File: src/rtl/fasttwosum_sched_pkg.sv
// rtl/fasttwosum_sched_pkg.sv - shared types for the FastTwoSum tree scheduler
package fasttwosum_sched_pkg;

  typedef enum logic [1:0] {
    IDLE,
    STREAM,
    DRAIN,
    OUT
  } state_e;

  // One token per tree input slot; travels alongside the beat through the tree latency
  typedef struct packed {
    logic valid;
    logic last;
  } token_t;

endpackage

File: src/rtl/rr_arbiter.sv
// rtl/rr_arbiter.sv - combinational round-robin arbiter, priority starts at i_ptr
module rr_arbiter #(
  parameter int NUM_REQ = 4,
  parameter int ID_W    = $clog2(NUM_REQ)
) (
  input  logic [NUM_REQ-1:0] i_req,
  input  logic [ID_W-1:0]    i_ptr,
  output logic [NUM_REQ-1:0] o_gnt,
  output logic [ID_W-1:0]    o_idx,
  output logic               o_any
);

  logic [ID_W-1:0] w_k;

  // Walk from the farthest offset down to the pointer so the nearest request wins last
  always_comb begin
    o_gnt = '0;
    o_idx = '0;
    o_any = 1'b0;
    w_k   = '0;
    for (int i = NUM_REQ - 1; i >= 0; i--) begin
      w_k = ID_W'((int'(i_ptr) + i) % NUM_REQ);
      if (i_req[w_k]) begin
        o_gnt      = '0;
        o_gnt[w_k] = 1'b1;
        o_idx      = w_k;
        o_any      = 1'b1;
      end
    end
  end

endmodule

File: src/rtl/fasttwosum_tree_scheduler.sv
// rtl/fasttwosum_tree_scheduler.sv - round-robin job scheduler in front of a shared pipelined adder tree
module fasttwosum_tree_scheduler
  import fasttwosum_sched_pkg::*;
#(
  parameter int NUM_REQ      = 4,
  parameter int ELEMS_COUNT  = 32,
  parameter int BIT_WIDTH_I  = 8,
  parameter int SUM_WIDTH    = BIT_WIDTH_I + $clog2(ELEMS_COUNT),
  parameter int TREE_LATENCY = 8,
  parameter int ACC_WIDTH    = 24
) (
  input  logic                                       clk_i,
  input  logic                                       rst_ni,
  input  logic [NUM_REQ-1:0]                         req_valid_i,
  output logic [NUM_REQ-1:0]                         req_ready_o,
  input  logic [NUM_REQ*ELEMS_COUNT*BIT_WIDTH_I-1:0] req_vec_i,
  input  logic [NUM_REQ-1:0]                         req_last_i,
  output logic [ELEMS_COUNT*BIT_WIDTH_I-1:0]         tree_vec_o,
  input  logic [SUM_WIDTH-1:0]                       tree_sum_i,
  output logic                                       res_valid_o,
  input  logic                                       res_ready_i,
  output logic [ACC_WIDTH-1:0]                       res_sum_o,
  output logic [$clog2(NUM_REQ)-1:0]                 res_id_o,
  output logic                                       res_ovf_o,
  output logic                                       busy_o
);

  localparam int ID_W  = $clog2(NUM_REQ);
  localparam int VEC_W = ELEMS_COUNT * BIT_WIDTH_I;
  localparam int DEPTH = TREE_LATENCY + 1;

  state_e                r_state;
  logic [ID_W-1:0]       r_gnt_id;
  logic [ID_W-1:0]       r_rr_ptr;
  logic [NUM_REQ-1:0]    r_req_ready;
  logic [VEC_W-1:0]      r_tree_vec;
  token_t                r_pipe [DEPTH];
  logic [ACC_WIDTH-1:0]  r_acc;
  logic                  r_ovf;
  logic                  r_res_valid;
  logic                  r_done;

  logic [NUM_REQ-1:0]    w_gnt;
  logic [ID_W-1:0]       w_gnt_idx;
  logic                  w_any;
  logic                  w_accept;
  logic                  w_acc_last;
  logic [VEC_W-1:0]      w_acc_vec;
  token_t                w_exit;
  logic [ACC_WIDTH-1:0]  w_sum_ext;
  logic [ACC_WIDTH-1:0]  w_acc_nxt;
  logic                  w_add_ovf;

  rr_arbiter #(
    .NUM_REQ (NUM_REQ),
    .ID_W    (ID_W)
  ) u_arb (
    .i_req (req_valid_i),
    .i_ptr (r_rr_ptr),
    .o_gnt (w_gnt),
    .o_idx (w_gnt_idx),
    .o_any (w_any)
  );

  // Ready is only ever set for the granted requester while streaming
  assign w_accept   = |(req_valid_i & r_req_ready);
  assign w_acc_last = req_last_i[r_gnt_id];
  assign w_acc_vec  = req_vec_i[int'(r_gnt_id)*VEC_W +: VEC_W];
  assign w_exit     = r_pipe[DEPTH-1];
  assign w_sum_ext  = ACC_WIDTH'($signed(tree_sum_i));
  assign w_acc_nxt  = r_acc + w_sum_ext;
  assign w_add_ovf  = (r_acc[ACC_WIDTH-1] == w_sum_ext[ACC_WIDTH-1]) &&
                      (w_acc_nxt[ACC_WIDTH-1] != r_acc[ACC_WIDTH-1]);

  always_ff @(posedge clk_i or negedge rst_ni) begin
    if (!rst_ni) begin
      for (int i = 0; i < DEPTH; i++) r_pipe[i] <= '0;
    end else begin
      r_pipe[0].valid <= w_accept;
      r_pipe[0].last  <= w_accept & w_acc_last;
      for (int i = 1; i < DEPTH; i++) r_pipe[i] <= r_pipe[i-1];
    end
  end

  always_ff @(posedge clk_i or negedge rst_ni) begin
    if (!rst_ni) begin
      r_state     <= IDLE;
      r_gnt_id    <= '0;
      r_rr_ptr    <= '0;
      r_req_ready <= '0;
      r_tree_vec  <= '0;
      r_acc       <= '0;
      r_ovf       <= 1'b0;
      r_res_valid <= 1'b0;
      r_done      <= 1'b0;
    end else begin
      r_tree_vec <= w_accept ? w_acc_vec : '0;
      if (w_exit.valid) begin
        r_acc <= w_acc_nxt;
        if (w_add_ovf)   r_ovf  <= 1'b1;
        if (w_exit.last) r_done <= 1'b1;
      end
      case (r_state)
        IDLE: begin
          if (w_any) begin
            r_gnt_id    <= w_gnt_idx;
            r_req_ready <= w_gnt;
            r_acc       <= '0;
            r_ovf       <= 1'b0;
            r_done      <= 1'b0;
            r_state     <= STREAM;
          end
        end
        STREAM: begin
          if (w_accept && w_acc_last) begin
            r_req_ready <= '0;
            r_state     <= DRAIN;
          end
        end
        DRAIN: begin
          // r_done lands on the edge the last sum is added, so the result is final here
          if (r_done) begin
            r_res_valid <= 1'b1;
            r_state     <= OUT;
          end
        end
        OUT: begin
          if (res_ready_i) begin
            r_res_valid <= 1'b0;
            r_rr_ptr    <= (r_gnt_id == ID_W'(NUM_REQ - 1)) ? '0 : r_gnt_id + 1'b1;
            r_state     <= IDLE;
          end
        end
        default: r_state <= IDLE;
      endcase
    end
  end

  assign req_ready_o = r_req_ready;
  assign tree_vec_o  = r_tree_vec;
  assign res_valid_o = r_res_valid;
  assign res_sum_o   = r_acc;
  assign res_id_o    = r_gnt_id;
  assign res_ovf_o   = r_ovf;
  assign busy_o      = (r_state != IDLE);

endmodule

File: config.mk
export PLATFORM = sky130hd
export DESIGN_NAME = fasttwosum_tree_scheduler
export DESIGN_NICKNAME = d
export VERILOG_FILES = /design/src/rtl/fasttwosum_sched_pkg.sv /design/src/rtl/rr_arbiter.sv /design/src/rtl/fasttwosum_tree_scheduler.sv
export SDC_FILE = /design/constraint.sdc
export NUM_CORES = 1
export LEC_CHECK = 0
export CORE_AREA = 2 2 524 526
export CTS_CLUSTER_DIAMETER = 150
export DETAILED_ROUTE_END_ITERATION = 12
export DIE_AREA = 0 0 526 528
export GPL_TIMING_DRIVEN = 0
export PLACE_DENSITY = 0.31
export REMOVE_ABC_BUFFERS = 1
export SLEW_MARGIN = 15
export SYNTH_ARGS = -nofsm -noshare
export SYNTH_HDL_FRONTEND = slang
export SYNTH_HIERARCHICAL = 1
export SYNTH_SLANG_ARGS = --single-unit
File: constraint.sdc
create_clock -name clk_i -period 2.9 [get_ports clk_i]
set_input_delay 0.58 -clock clk_i [delete_from_list [all_inputs] [get_ports clk_i]]
set_output_delay 0.58 -clock clk_i [all_outputs]
set_load 0.01 [all_outputs]
* After elaboration in Yosys (flattened, before gate mapping)
Cells that the tools add are included.
** Word-level totals
- Register bits after elaboration :: 311
** Cells by class
- Add/sub/neg operators :: 5
- Order comparisons :: 9
- Eq/ne operators :: 10
- Shift operators :: 1
- Muxes and demuxes :: 54
- Bitwise gates (word level) :: 2
- Reduce and logical (&&, ||, !) cells :: 16
** Operator list (count)
- indexed part select 1024 x 11 -> 256 bit :: 1
- 2-to-1 mux 256 bit :: 1
- 2-to-1 mux 24 bit :: 3
- adder 24 bit :: 1
- 2-to-1 mux 4 bit :: 6
- 2-to-1 mux 1 bit :: 23
- 2-to-1 mux 2 bit :: 9
- < comparator 2 x 3 -> 1 bit, second input constant :: 5
- binary-select mux 1 bit (select 2 bit) :: 5
- demux 1 bit (select 2 bit) :: 4
- >= comparator 2 x 1 -> 1 bit, second input constant :: 4
- one-hot mux 2 bit (4 select lines) :: 1
- one-hot mux 4 bit (2 select lines) :: 1
- == test 2 bit, second input constant :: 3
- logical AND 1 bit :: 6
- != test 2 bit, second input constant :: 3
- AND reduction 3 bit :: 2
- nonzero test 2 bit :: 3
- adder 2 x 1 -> 2 bit, second input constant :: 2
- adder 2 bit, second input constant :: 2
- AND 4 bit :: 1
- AND reduction 2 bit :: 2
- AND reduction 4 bit :: 1
- OR reduction 4 bit :: 1
- 7 further kinds :: 7

* Logic depth before layout (Yosys ltp)
Gate-level depths: netlist (run 1).
- Depth in word-level cells :: 11
- Gate-level depth with buffers :: 10

* Cells and area by module
Netlist (run 1), hierarchy kept.
** By module, submodules not included
- fasttwosum_tree_scheduler :: times used 1, cells an instance 1213, area an instance 17620.6 um^2, seq. area each 7782.5 um^2
- rr_arbiter :: times used 1, cells an instance 61, area an instance 509.2 um^2, seq. area each 0.0 um^2

* Worst setup path before layout (run 1)
OpenSTA, ideal clock, no wires.
- Path kind :: input to register
- Start point :: input tree_sum_i[0]
- End point :: register r_acc[10], in the netlist res_sum_o[10]
- Arrival :: 2616 ps
- Required time :: 2774 ps
- Slack :: 158 ps
- Stages on the path :: 9
- Path buffers :: 0
- Cell sequence :: ha_1 > fa_1 > a21o_1 > a21o_1 > a2111oi_4 > nor3b_1 > o31ai_2 > mux2i_1 > a311o_1
** On the way
- Word-level cells in the longest chain between the ends :: 4
** Ends and longest elaborated chain
- start: declaration :: RTL line fasttwosum_tree_scheduler.sv:19 : input logic [SUM_WIDTH-1:0] tree_sum_i,
- adder 24 bit * :: RTL line fasttwosum_tree_scheduler.sv:71 : assign w_acc_nxt = r_acc + w_sum_ext;
- 2-to-1 mux 24 bit * :: RTL line fasttwosum_tree_scheduler.sv:98 : if (w_exit.valid) begin
- 2-to-1 mux 24 bit :: RTL line fasttwosum_tree_scheduler.sv:105 : if (w_any) begin
- 2-to-1 mux 24 bit * :: RTL line fasttwosum_tree_scheduler.sv:103 : case (r_state)
- end signal: assignment :: RTL line fasttwosum_tree_scheduler.sv:99 : r_acc <= w_acc_nxt;
- end: declaration :: RTL line fasttwosum_tree_scheduler.sv:38 : logic [ACC_WIDTH-1:0] r_acc;
Every way passes the cells marked *; elsewhere a longest branch is shown, timed or not.
A chain may end at the register's enable or synchronous reset.

* Worst setup path after layout (run 1)
- Start point :: input tree_sum_i[12]
- End point :: register r_acc[23], in the netlist res_sum_o[23]
Same word-level chain as after synthesis.

==> results of run 1 <==
-- per-stage QoR --
stage	setup TNS, ns	utilization (%)	area, um^2	setup WS [ns]
finish	0	14.2	38700	0.0775
detailed placement	-63.62	13.3	36300	-1.02
global route	0	14.2	38600	0.0114
floorplan	-3205.36	-	17600	-12.98
CTS	0	14.2	38500	0.0249
global placement	-	13.0	35500	-41.44
-- layout by cell type (no fill, tap or decap), types with 8 or more instances in the layout --
master and count:
nor2b_1 257, a21o_1 10, buf_16 16, ha_1 37
nand2_1 36, buf_8 14, clkinv_2 10, dfrtp_1 307
clkbuf_8 12, clkbuf_16 57, nand4_1 9, clkdlybuf4s50_1 1331
inv_1 18, a21oi_1 26, o21ai_0 32, mux4_2 259
nand3_1 12, diode_2 40, mux2i_1 9, buf_6 12
nor2_1 32, bufinv_16 8, a31oi_1 10
-- where the power goes --
group	switching, uW	internal (uW)	leakage (uW)	total (uW)
sequential	989	6330	0.00404	7320
combinational	11200	10100	0.00880	21300
clock	3030	4600	0.000975	7630
-- flip-flops by register name, summed over array words and instances, names as in the netlist --
signal	count
r_done	1
res_ovf_o	1
r_pipe	18
r_rr_ptr	2
req_ready_o	4
res_valid_o	1
tree_vec_o	256
res_id_o	2
res_sum_o	24
r_state	2
-- worst paths after layout --
check                                    start              end  cells past startpoint
worst max-delay path            tree_sum_i[12]    res_sum_o[23]                      9
min in group asynchronous               rst_ni        res_ovf_o                      2
worst min register to register       r_pipe[4]        r_pipe[2]                      0
worst min-delay path                 r_pipe[4]        r_pipe[2]                      0
worst max register to register    res_sum_o[0]    res_sum_o[10]                      9
max in group asynchronous               rst_ni  tree_vec_o[231]                      4
-- worst max-delay path, delay by kind of cell --
kind | cells | cell delay (ns)
multiplexers | 1 | 0.21
buffers and inverters | 1 | 0.68
AND/OR/NAND/NOR | 2 | 0.47
adder cells (fa/ha/maj) | 1 | 0.38
AO/OA/AOI/OAI | 4 | 1.12
-- routing by layer --
metal / global-route usage [%] / wire [um] / vias to the layer above
met5: 0 / 965 / -
met4: 2.88 / 5810 / 144
met3: 9.57 / 30400 / 473
met2: 26.2 / 105000 / 1202
met1: 15.8 / 76600 / 9383
li1: - / - / 7649
-- cell type report --
cell class | instances | share of cell area, %
flip-flops and latches | 311 | 20.1
multi-input cells | 840 | 25.4
clock inverters | 30 | 1.00
inverters | 19 | 0.184
clock buffers | 75 | 4.17
repair buffers | 1393 | 37.3
diodes | 40 | 0.259
well taps | 3589 | 11.6
-- cells by family after synthesis --
kind of cell,after synthesis,synth area share (%)
DFF,311,42.9
AOI/OAI and AO/OA,128,4.87
and+or+nand+nor,390,12.7
xor gates and xnor gates,11,0.531
buffers and inverters,123,3.22
adders and majority gates,38,2.66
muxes,273,33.1
-- what timing repair did --
action | CTS | global route
hold buffers | 1 | 0
pin swaps | 0 | 3
cloned | 4 | 0
endpoints found under the setup margin | 24 | 10
buffers inserted | 9 | 1
endpoints found under the hold margin | 56 | 0
resized for setup | 4 | 6
==> flow_summary.ini, run 1 <==
[synth]
synth_area_leader_cell = dfrtp_1
yosysSeqAreaShare_pct = 42.9
synthTopCellsByCount = dfrtp_1, mux4_2, nor2b_1, clkbuf_1, ha_1
netlist_area_mm2 = 0.0181
synth_top_area_share_pct = 42.9
synth.top_cells.by_area = dfrtp_1, mux4_2, nor2b_1
ys_seq_elements = 311
synth.distinct_cells = 75
yosys_warnings = 6
async_flop_share_pct = 100
yosysMostFrequentCell = dfrtp_1
synth_flop_cell = dfrtp_1
syn_inst = 1274
syn_area_per_cell_um2 = 14.2
synth_edf_count = 0

[sta]
hold_slack_ns = 0.336
period_share_pct = 97.3
worst_pin_slew_ns = 0.858
fmax_mhz = 354
finalSetupViolCount = 0
slew_viol_final = 0
hold_viol = 0
fin_crit_ns = 2.82
rsz0062_at_grt = false
skew_ns = 0.0540
relSlewSlack_pct = 42.8

[global_route]
grt_pass1_vias = 19800
grt_pass1_wl_um = 265000
grt_antenna_before_repair = 246
grt_max_degree = 74
grt.overflow.total = 0
track_usage_pct = 15.3

[drt]
vias = 18900
ant_nets = 0
routed_wl_um = 218000
drc = 0
wl_per_cell_um = 34.7
drt_first_pass_iters = 4
drtIter0Drc = 842
avgViaCountPerCell = 2.99

[setup_path]
worstSetupEndpointType = flop
cp_cell_sequence = dlygate4sd2_1, ha_1, and4_1, nand4_1, a211o_1, a31o_4, a2111o_1, o311ai_2, mux2i_1
crit_type = in2reg
crit_slowest_cell = dlygate4sd2_1
startpoint_type = input pin
critPathMaxStageDelay_ns = 0.68
r2r_slack_ns = 0.16
cp.required_ns = 3.54
cp.arrival_ns = 3.46
crit_fanout = 16

[finish]
seq_area_mm2 = 0.00779
num-fill-cells = 30600
drive_above_1_share_pct = 16.7
finalNonFillerCells = 6297
nets = 3707
multiInputGateArea_mm2 = 0.00981
syn_to_final_growth_pct = 113

[min_path]
min_path_type = reg2reg

[clock_tree]
htreeDepth = 2
cts_root_buf = clkbuf_16
cts.sinks = 311
cts_buffers = 56
clock_path_buffers = 3
cts_tree = done
clk_latency_ns = 0.71
clk_pin_slew_ns = 0.06

[floorplan]
die_w_um = 526
die_area_mm2 = 0.278
coreArea_mm2 = 0.272
ioPinCount = 1337
fp-row-count = 192
initial_utilization_pct = 6.66
die_y_um = 528

[power_and_ir_drop]
power_uw = 36300
power_density_mw_per_mm2 = 938
peakVddDrop_uv = 533
p_leak_uw = 0.0138

[place]
dpl.hpwl_um = 193000
io_buffers = 1336
place.gp.congestion = 0.886
place_inst = 6137

[job]
max-cap-violations = 0

[run_status]
status = finished, final reports clean
(Power assumes the default switching activity.)
==> inputs of run 2 (changes only) <==
- ABC_AREA: unset -> 1
- CORE_AREA: 2 2 524 526 -> 2 2 519 521
- DIE_AREA: 0 0 526 528 -> 0 0 521 523
- PLACE_DENSITY: 0.31 -> unset
- PLACE_DENSITY_LB_ADDON: unset -> 0.05
==> flow_summary.ini, run 2 <==
[run_status]
status = finished, final reports clean

[clock_tree]
cts_tree = done
cts_root_buf = clkbuf_16
clock_path_buffers = 3
cts_buffers = 56
clk_latency_ns = 0.69
cts.sinks = 311
htreeDepth = 2
clk_pin_slew_ns = 0.06

[global_route]
track_usage_pct = 14.5
grt.overflow.total = 0
grt_pass1_wl_um = 262000
grt_antenna_before_repair = 194
grt_max_degree = 97
grt_pass1_vias = 25900

[setup_path]
critPathMaxStageDelay_ns = 0.54
crit_family = buffers and inverters
cp.arrival_ns = 2.11
cp.required_ns = 2.32
cp_cell_sequence = buf_16, buf_4, buf_16, dlygate4sd2_1
worstSetupEndpointType = output port
crit_type = reg2out
crit_buf_inv = 4
crit_fanout = 22
startpoint_type = flop
crit_path_frequent_cell = buf_16
crit_slowest_cell = dfrtp_4

[power_and_ir_drop]
peakVddDrop_uv = 435
power_density_mw_per_mm2 = 985
intPower_uw = 20300
seq_power_share_pct = 18.5
p_clk_share_pct = 18.4
power_uw = 39300
p_comb_share_pct = 63.1
p_leak_uw = 0.0156
p_sw_uw = 19000
switching_share_pct = 48.3

[sta]
period_share_pct = 92.9
slew_viol_final = 0
fin_crit_ns = 2.69
worst_pin_slew_ns = 1.31
skew_ns = 0.0262
hold_viol = 0
relSlewSlack_pct = 11.7
rsz0062_at_grt = false
finalSetupViolCount = 0
fin_tns_setup_ns = 0
fmax_mhz = 371

[synth]
yosys_warnings = 6
ys_seq_elements = 311
syn_inst = 2862
yosysSeqAreaShare_pct = 40.2
synth_edf_count = 0
synthTopCellsByCount = nor2_1, o21ai_0, dfrtp_1, a21oi_1, nand2_1
synth_top_area_share_pct = 40.2
yosysMostFrequentCell = nor2_1
netlist_area_mm2 = 0.0194
synth.distinct_cells = 42
synth_area_leader_cell = dfrtp_1
synth.top_cells.by_area = dfrtp_1, nor2_1, o21ai_0
syn_area_per_cell_um2 = 6.77
synth_flop_cell = dfrtp_1
async_flop_share_pct = 100

[drt]
avgViaCountPerCell = 3.22
wl_per_cell_um = 26.5
ant_nets = 0
drc = 0
routed_wl_um = 206000
drt_first_pass_iters = 5
drtIter0Drc = 1056
vias = 25000

[finish]
nets = 5205
syn_to_final_growth_pct = 106
layout_common_cells = clkdlybuf4s50_1, nor2_1, o21ai_0
layout_commonest_cell = clkdlybuf4s50_1
drive_above_1_share_pct = 4.86
largest_reg_flops = 256

[place]
place.gp.congestion = 0.769
dpl.hpwl_um = 163000
io_buffers = 1336

[floorplan]
die_area_mm2 = 0.272
initial_utilization_pct = 7.26
die_w_um = 521
fp-row-count = 190
die_y_um = 523
coreArea_mm2 = 0.267
ioPinCount = 1337

[min_path]
min_path_type = reg2reg

[job]
max-cap-violations = 0
-- run 2: path summary, 6_finish.rpt --
path	startpoint	end	slack [ns]	cells past startpoint
setup / recovery	res_id_o[0]	res_id_o[0]	0.21	4
hold / removal	r_pipe[11]	r_pipe[9]	0.34	0
setup reg to reg	res_id_o[0]	tree_vec_o[171]	0.22	6
hold reg to reg	r_pipe[11]	r_pipe[9]	0.34	0
max in group asynchronous	rst_ni	tree_vec_o[7]	0.86	5
min in group asynchronous	rst_ni	tree_vec_o[39]	0.35	2
-- run 2: through the flow --
| step | instances | cell area [um^2] | hold slack, ns | worst slack (ns) | utilization [%] |
|---|---|---|---|---|---|
| 2_1_floorplan | 2656 | 18300 | 0.284 | -16.26 | - |
| 3_3_place_gp | 7544 | 36100 | 0.331 | -62.46 | 13.5 |
| 3_5_place_dp | 7593 | 37400 | 0.335 | -1.08 | 14.0 |
| 4_1_cts | 7706 | 39700 | 0.250 | 0.00435 | 14.9 |
| 5_1_grt | 7731 | 39800 | 0.294 | 0.0520 | 14.9 |
| 6_report | 7766 | 39900 | 0.339 | 0.206 | 14.9 |
-- run 2: per-layer routing --
layer | wire (um) | vias up | GRT usage (%)
met2 | 102000 | 998 | 25.3
met4 | 5900 | 158 | 4.40
met5 | 979 | - | 0
li1 | - | 11900 | -
met1 | 75200 | 11600 | 15.1
met3 | 22100 | 362 | 7.40
-- run 2: repair_timing --
action                                 4_1_cts  5_1_grt
gates resized for setup                     25        4
gates cloned                                13        1
setup endpoints to repair                  152       31
endpoints found under the hold margin       20        0
setup buffers                                4        3
hold buffers                                 1        0
-- run 2: power by group through the flow --
stage | registers, uW | clock network [uW] | logic, uW
6_report | 7270 | 7250 | 24800
5_1_grt | 7520 | 7770 | 27400
3_3_place_gp | 6190 | 0 | 10800
3_5_place_dp | 7510 | 0 | 24600
2_1_floorplan | 7820 | 0 | 6610
4_1_cts | 7330 | 7740 | 26000
-- run 2: logic make-up after synthesis --
family / synth area share, %
AOI/OAI and AO/OA: 22.2
xor gates and xnor gates: 0.0904
adders and majority gates: 2.49
buffers and inverters: 7.85
DFF: 40.2
muxes: 0.0581
and+or+nand+nor: 27.2
-- run 2: final cells by class --
cell class,instances,area (um^2)
inverters,109,445
repair inverters,1,8.76
diodes,56,140
clock inverters,17,248
fillers,30600,227000
well taps,3552,4440
multi-input cells,2236,10100
clock buffers,80,1590
flip-flops and latches,311,7790
repair buffers,1404,15100
==> inputs of run 3 (changes only) <==
- CELL_PAD_IN_SITES_DETAIL_PLACEMENT: unset -> 0
- CELL_PAD_IN_SITES_GLOBAL_PLACEMENT: unset -> 1
- CORE_AREA: 2 2 519 521 -> 2 2 528 530
- DIE_AREA: 0 0 521 523 -> 0 0 530 532
==> flow_summary.ini, run 3 (synthesis gave the netlist of run 2 again) <==
[run_status]
status = finished, final reports clean

[min_path]
worstHoldStart = r_pipe[10]
min_path_type = reg2reg
worstHoldPathCells = 0
holdPathEnd = r_pipe[8]

[drt]
routed_wl_um = 223000
drtIter0Drc = 1051
avgViaCountPerCell = 3.18
wl_per_cell_um = 28.1
drt_first_pass_iters = 5
drc = 0
vias = 25300
ant_nets = 0

[global_route]
grt_pass1_wl_um = 283000
grt_max_degree = 116
grt.overflow.total = 0
grt_antenna_before_repair = 285
track_usage_pct = 15.3
grt_pass1_vias = 26200

[finish]
layout_common_cells = clkdlybuf4s50_1, nor2_1, o21ai_0
largest_reg_flops = 256
syn_to_final_growth_pct = 109
nets = 5220
drive_above_1_share_pct = 5.50
finalNonFillerCells = 7934
layout_commonest_cell = clkdlybuf4s50_1

[clock_tree]
clk_latency_ns = 0.71
cts_tree = done
cts.sinks = 311
clk_pin_slew_ns = 0.06
cts_root_buf = clkbuf_16
cts_buffers = 59
clock_path_buffers = 3
htreeDepth = 2

[sta]
relSlewSlack_pct = 19.3
hold_viol = 0
period_share_pct = 95.8
finalSetupViolCount = 0
skew_ns = 0.0274
rsz0062_at_grt = false
fmax_mhz = 360
slew_viol_final = 0
fin_crit_ns = 2.78
worst_pin_slew_ns = 1.20

[place]
place_inst = 7745
place.gp.congestion = 0.753
dpl.hpwl_um = 177000
io_buffers = 1336

[power_and_ir_drop]
power_uw = 40500
p_leak_uw = 0.0159
peakVddDrop_uv = 504
power_density_mw_per_mm2 = 999

[setup_path]
crit_path_frequent_cell = buf_16
critPathMaxStageDelay_ns = 0.97
crit_slowest_cell = o21ai_0
r2r-end = tree_vec_o[40]
r2r_slack_ns = 0.12
rr_startpoint = res_id_o[0]
startpoint_type = flop
cp.required_ns = 3.42
crit_fanout = 44
reg2reg_depth = 8
cp.arrival_ns = 3.30
worstSetupEndpointType = flop
cp_cell_sequence = buf_16, buf_16, buf_16, inv_12, buf_16, buf_16, o21ai_0, a21oi_1
crit_type = reg2reg

[floorplan]
initial_utilization_pct = 7.03
die_y_um = 532
die_w_um = 530
die_area_mm2 = 0.282
fp-row-count = 193
coreArea_mm2 = 0.276
ioPinCount = 1337

[job]
max-cap-violations = 0
run 3: worst max path at each step:
| stage | start | endpoint | slack [ns] | cells after the start |
|---|---|---|---|---|
| finish | res_id_o[0] | tree_vec_o[40] | 0.12 | 8 |
| global route | res_id_o[0] | tree_vec_o[99] | 0.02 | 7 |
| CTS | r_rr_ptr[1] | res_sum_o[16] | 0.004 | 12 |
| detailed placement | req_valid_i[0] | res_id_o[1] | -1.19 | 10 |
| global placement | res_id_o[0] | tree_vec_o[47] | -68.95 | 3 |
| floorplan | res_id_o[0] | req_ready_o[0] | -16.26 | 8 |
run 3: power by group:
group	internal [uW]	leakage, uW	switching (uW)	total, uW
sequential	6420	0.00406	847	7270
clock	5050	0.00108	3160	8210
combinational	9780	0.0107	15200	25000
run 3: final cells by class:
class	instances	area, um^2
tap	3705	4640
fill	31700	235000
sequential	311	7790
multi-input combinational	2236	10100
antenna	44	110
timing repair buffer	1417	15300
inverter	109	442
clock inverter	26	380
clock buffer	86	1790
run 3: critical path: cells and delay by family (launching register included):
family          cells  cell delay [ns]
buf+inv             6             0.95
compound gates      2             1.11
flops               1             0.44
run 3: what timing repair did:
action | in CTS | in global routing
hold buffers | 1 | 0
cloned | 15 | 1
pin swaps | 0 | 1
gates resized for setup | 18 | 3
buffers inserted | 10 | 6
endpoints found under the hold margin | 26 | 0
setup endpoints to repair | 206 | 27
run 3: per-stage QoR:
step | hold slack [ns] | worst slack [ns] | utilization [%] | instance area [um^2] | TNS, ns
2_1_floorplan | 0.284 | -16.26 | - | 18300 | -4243.05
3_3_place_gp | 0.331 | -68.95 | 13.2 | 36300 | -
3_5_place_dp | 0.335 | -1.19 | 13.6 | 37500 | -80.64
4_1_cts | 0.283 | 0.00442 | 14.6 | 40300 | 0
5_1_grt | 0.321 | 0.0191 | 14.7 | 40400 | 0
6_report | 0.343 | 0.122 | 14.7 | 40500 | 0
run 3: metal layers:
metal / vias to the layer above / wire (um) / GRT usage [%] / share of wire, %
met3: 516 / 25000 / 8.17 / 11
met5: - / 1290 / 0 / 0.58
met2: 1071 / 116000 / 28.4 / 52
li1: 12000 / - / - / -
met1: 11500 / 76900 / 15.0 / 34
met4: 198 / 4600 / 2.42 / 2.1
